[config.mk]
export PLATFORM = sky130hd
export DESIGN_NAME = mem_req_arbiter
export DESIGN_NICKNAME = d
export VERILOG_FILES = /design/src/rtl/mem_req_arbiter.sv
export SDC_FILE = /design/constraint.sdc
export NUM_CORES = 1
export LEC_CHECK = 0
export CAP_MARGIN = 20
export CELL_PAD_IN_SITES_DETAIL_PLACEMENT = 0
export CELL_PAD_IN_SITES_GLOBAL_PLACEMENT = 2
export CORE_MARGIN = 4
export CORE_UTILIZATION = 30
export CTS_CLUSTER_DIAMETER = 30
export DETAILED_ROUTE_END_ITERATION = 16
export GPL_TIMING_DRIVEN = 0
export PLACE_DENSITY = 0.93
export SLEW_MARGIN = 20
export SYNTH_ARGS = -nofsm -noshare
export SYNTH_HDL_FRONTEND = slang
export SYNTH_SLANG_ARGS = --single-unit
[constraint.sdc]
create_clock -name clk -period 2.75 [get_ports clk]
set_input_delay 0.825 -clock clk [delete_from_list [all_inputs] [get_ports clk]]
set_output_delay 0.825 -clock clk [all_outputs]
set_load 0.01 [all_outputs]
[src/rtl/mem_req_arbiter.sv]
// Round-robin arbiter that shares one single-port memory controller between two requesters.
// It latches one command per grant, issues it, waits for the read data and routes it back.
module mem_req_arbiter #(
    parameter int R = 4,
    parameter int C = 4,
    parameter int N = 4,
    parameter int TIMEOUT = 16,
    localparam int AW = $clog2(R * C)
) (
    input  logic          clk,
    input  logic          rst,
    input  logic          p0_req,
    input  logic          p0_rw,
    input  logic [AW-1:0] p0_addr,
    input  logic [N-1:0]  p0_wdata,
    output logic          p0_ack,
    output logic [N-1:0]  p0_rdata,
    output logic          p0_rvalid,
    input  logic          p1_req,
    input  logic          p1_rw,
    input  logic [AW-1:0] p1_addr,
    input  logic [N-1:0]  p1_wdata,
    output logic          p1_ack,
    output logic [N-1:0]  p1_rdata,
    output logic          p1_rvalid,
    output logic          m_cs,
    output logic          m_req,
    output logic          m_rw,
    output logic [AW-1:0] m_addr,
    output logic [N-1:0]  m_qi,
    input  logic [N-1:0]  m_qa,
    input  logic          m_valid,
    input  logic          m_ready,
    output logic          rd_timeout
);
    localparam int TW = (TIMEOUT > 2) ? $clog2(TIMEOUT) : 1;

    typedef enum logic [1:0] {IDLE = 2'd0, ISSUE = 2'd1, RDWAIT = 2'd2} state_t;

    state_t          state;
    logic            rr_ptr;
    logic            owner;
    logic            cmd_rw;
    logic [AW-1:0]   cmd_addr;
    logic [N-1:0]    cmd_wdata;
    logic [TW-1:0]   timer;
    logic            any_req;
    logic            gnt_port;

    // On a tie the port that did not win last time gets the grant.
    always_comb begin
        any_req  = p0_req | p1_req;
        gnt_port = (p0_req && p1_req) ? ~rr_ptr : p1_req;
    end

    // Handshake: a command is transferred on a cycle where m_req and m_ready are both high;
    // the owning port sees its ack in that same cycle and may drop or change its request at the edge.
    assign p0_ack = (state == ISSUE) && m_ready && !owner;
    assign p1_ack = (state == ISSUE) && m_ready && owner;

    assign m_rw   = cmd_rw;
    assign m_addr = cmd_addr;
    assign m_qi   = cmd_wdata;

    always_ff @(posedge clk or posedge rst) begin
        if (rst) begin
            state      <= IDLE;
            rr_ptr     <= 1'b1;
            owner      <= 1'b0;
            cmd_rw     <= 1'b0;
            cmd_addr   <= '0;
            cmd_wdata  <= '0;
            timer      <= '0;
            p0_rdata   <= '0;
            p1_rdata   <= '0;
            p0_rvalid  <= 1'b0;
            p1_rvalid  <= 1'b0;
            rd_timeout <= 1'b0;
            m_cs       <= 1'b0;
            m_req      <= 1'b0;
        end else begin
            p0_rvalid  <= 1'b0;
            p1_rvalid  <= 1'b0;
            rd_timeout <= 1'b0;
            case (state)
                IDLE: begin
                    if (any_req) begin
                        state     <= ISSUE;
                        owner     <= gnt_port;
                        rr_ptr    <= gnt_port;
                        cmd_rw    <= gnt_port ? p1_rw : p0_rw;
                        cmd_addr  <= gnt_port ? p1_addr : p0_addr;
                        cmd_wdata <= gnt_port ? p1_wdata : p0_wdata;
                        m_cs      <= 1'b1;
                        m_req     <= 1'b1;
                    end
                end
                ISSUE: begin
                    if (m_ready) begin
                        m_req <= 1'b0;
                        if (cmd_rw) begin
                            state <= RDWAIT;
                            timer <= '0;
                        end else begin
                            state <= IDLE;
                            m_cs  <= 1'b0;
                        end
                    end
                end
                RDWAIT: begin
                    // Data arriving on the terminal count still wins over the abort.
                    if (m_valid) begin
                        if (owner) begin
                            p1_rdata  <= m_qa;
                            p1_rvalid <= 1'b1;
                        end else begin
                            p0_rdata  <= m_qa;
                            p0_rvalid <= 1'b1;
                        end
                        state <= IDLE;
                        m_cs  <= 1'b0;
                    end else if (timer == TW'(TIMEOUT - 1)) begin
                        rd_timeout <= 1'b1;
                        state      <= IDLE;
                        m_cs       <= 1'b0;
                    end else begin
                        timer <= timer + TW'(1);
                    end
                end
                default: begin
                    state <= IDLE;
                    m_cs  <= 1'b0;
                    m_req <= 1'b0;
                end
            endcase
        end
    end
endmodule
==> metrics.txt <==
die height=77.3 µm; Initial Util=31.9%; pin slew with the least headroom to its limit=0.626 ns; Leakage=0.968 nW; hold path cells=2; M1 GR Usage=13.2%; CTS tree=done; slowest cell delay on critical path=0.54 ns; top-count cell post-synth=dfrtp_1; largest net degree at the start of global routing=31; routability cong.=0.680; ant diodes=0; Clock Skews=0.00716 ns; Post-Route WL=3360 µm; first-pass GRT wire length=5630 µm; Hold WC Path Type=flop to flop; clock slew at reported path FFs=0.06 ns; Post-synth EDFFs=0; FF/Latch Area=752 µm²; CP max FO=6; Synth area leader=dfrtp_1; Peak VDD IR=0.517 mV; Final period util=96.9%; grt peak-use layer=met2; crit-path cells=dlygate4sd2_1 > and3_1 > clkdlybuf4s50_1; area taken by multi-input logic gates=622 µm²; Critical Path Sink=p1_ack; core box area=4500 µm²; count of input and output buffers=51; slowest CP cell=clkdlybuf4s50_1; Crit. End Element=output port; clock buffer count from CTS=5; routed len/inst=15.4 µm; Mapped Avg Cell Area=13.4 µm²; die footprint=5970 µm²; status=finished clean; met3 global-route usage=3.28%; CTS H-tree depth=2; Final nets=194; critical path type=primary input to output port; register area share after synthesis=52.3%; Worst Setup SP=m_ready; Starting DRT DRC Count=85; global-route usage over all layers=12.2%; max-slew violation count=0; Worst Reg2Reg Path Length in Cells=4; WHS=0.472 ns; Pwr Density=962 nW/µm²; share of cells above drive strength 1=25.3%; r2r setup slk=1.21 ns; synthesized flop and latch total=30; Critical Path Start Type=primary input; Fin Setup TNS=0 ns; met2 GRT Util=21.4%; CP Data Required Time=1.93 ns; Chip Width=77.3 µm; Final Setup Violations=0; gr ovfl total=0; P&R area growth vs syn=46.2%; Syn Nets=136; Root Driver=clkbuf_8; top achievable clock speed=375 MHz; Post-synth top cells=dfrtp_1 (29), mux2_2 (12), mux2_4 (12); Clock Path Buffers=2; clk sink count=30; final hold vios=0; CP arrival=1.84 ns; number of synthesis warnings=0; RSZ-0062 raised after global routing=false; DP HPWL=2570 µm; R2R Path Start=state[0]; maxcap violations=0; # DRC=0; Cell variety after synth=31; hold buffers post-CTS=0; Worst-Skew Late Latency=0.28 ns; Post-synth ARST share=100%; Top FF cell, synth=dfrtp_1; fillers=415; Slew headroom=58.2%; initial antenna violation count=0; vias in the first global route=1160; R2R Path End=m_addr[1]; Synth area leaders=dfrtp_1 (50%), mux2_4 (13%), mux2_2 (9.4%); Antenna Nets Post-Route=0; via count=1038; Yosys top cell area share=50.4%; total power=2.02 mW; Tmin final=2.66 ns; First-pass DRT Iterations=5; Synth Cell Area=1440 µm²; Core Rows=24; I/O pins=52; DR vias/cell=4.76; Mapped Cells=107
## placed cells by master (no fill, tap or decap), drive strengths merged, types with 2 or more instances in the layout
master,n
clkdlybuf4s50,49
nand2,6
dlygate4sd2,2
nand3,2
inv,9
and3,2
clkbuf,7
a211oi,2
nand4b,2
nor2,3
mux2,24
dfrtp,29
mux2i,6
nor3,3
buf,4
## critical path, delay by kind of cell
kind / cells / cell delay (ns)
buffers and inverters: 2 / 0.83
AND/OR/NAND/NOR: 1 / 0.18
## layer usage
metal | up-vias | routed length (µm)
met5 | - | 0
met4 | 0 | 95
li1 | 491 | -
met2 | 36 | 1820
met1 | 502 | 1270
met3 | 9 | 161
## kinds of logic after synthesis
kind of cell	after synthesis	share of synthesized area, %
muxes	30	26.1
DFF	30	52.3
and+or+nand+nor	22	10.2
buffers and inverters	13	4.52
AOI/OAI and AO/OA	11	6.09
adders and majority gates	1	0.869
## power by group
part	internal [mW]	total (mW)	leakage (nW)	switching (mW)
Clock	0.201	0.360	0.0482	0.159
Combinational	0.569	0.927	0.546	0.358
Sequential	0.625	0.736	0.374	0.111
Total	1.40	2.02	0.968	0.628
## flip-flops by register name, summed over array words and instances, names as in the netlist
name	count
m_qi	4
p1_rdata	4
rd_timeout	1
state	2
timer	4
m_cs	1
m_rw	1
m_req	1
m_addr	4
rr_ptr	1
p0_rvalid	1
owner	1
p0_rdata	4
p1_rvalid	1
## stage by stage
stage,setup WS (ns),util [%],std cells,cell area [µm²]
after detailed placement,-0.207,44.7,210,2010
after global routing,0.0484,46.7,218,2100
final,0.0864,46.7,218,2100
after global placement,-0.202,44.7,210,2010
after floorplan,0.907,-,107,1440
after CTS,0.0716,46.7,218,2100
## worst min path at each step
| stage | from | endpoint | slack [ns] |
|---|---|---|---|
| 6_report | rr_ptr | rr_ptr | 0.47 |
| 5_1_grt | rr_ptr | rr_ptr | 0.51 |
| 4_1_cts | rr_ptr | rr_ptr | 0.47 |
| 3_5_place_dp | rr_ptr | rr_ptr | 0.46 |
| 3_3_place_gp | rr_ptr | rr_ptr | 0.45 |
| 2_1_floorplan | rr_ptr | rr_ptr | 0.44 |
## area by class of cell
cell class | count | area share (%)
Buffer | 4 | 1.49
Clock buffer | 7 | 4.10
Clock inverter | 1 | 0.238
Inverter | 9 | 1.61
Multi-Input combinational cell | 64 | 29.6
Sequential cell | 30 | 35.8
Tap cell | 52 | 3.09
Timing Repair Buffer | 51 | 24.2
## what timing repair did
item / CTS / global route
buffers inserted: 0 / 0
gates resized for setup: 2 / 0
setup endpoints to repair: 2 / 0
Power figures use the tool's default switching activity.
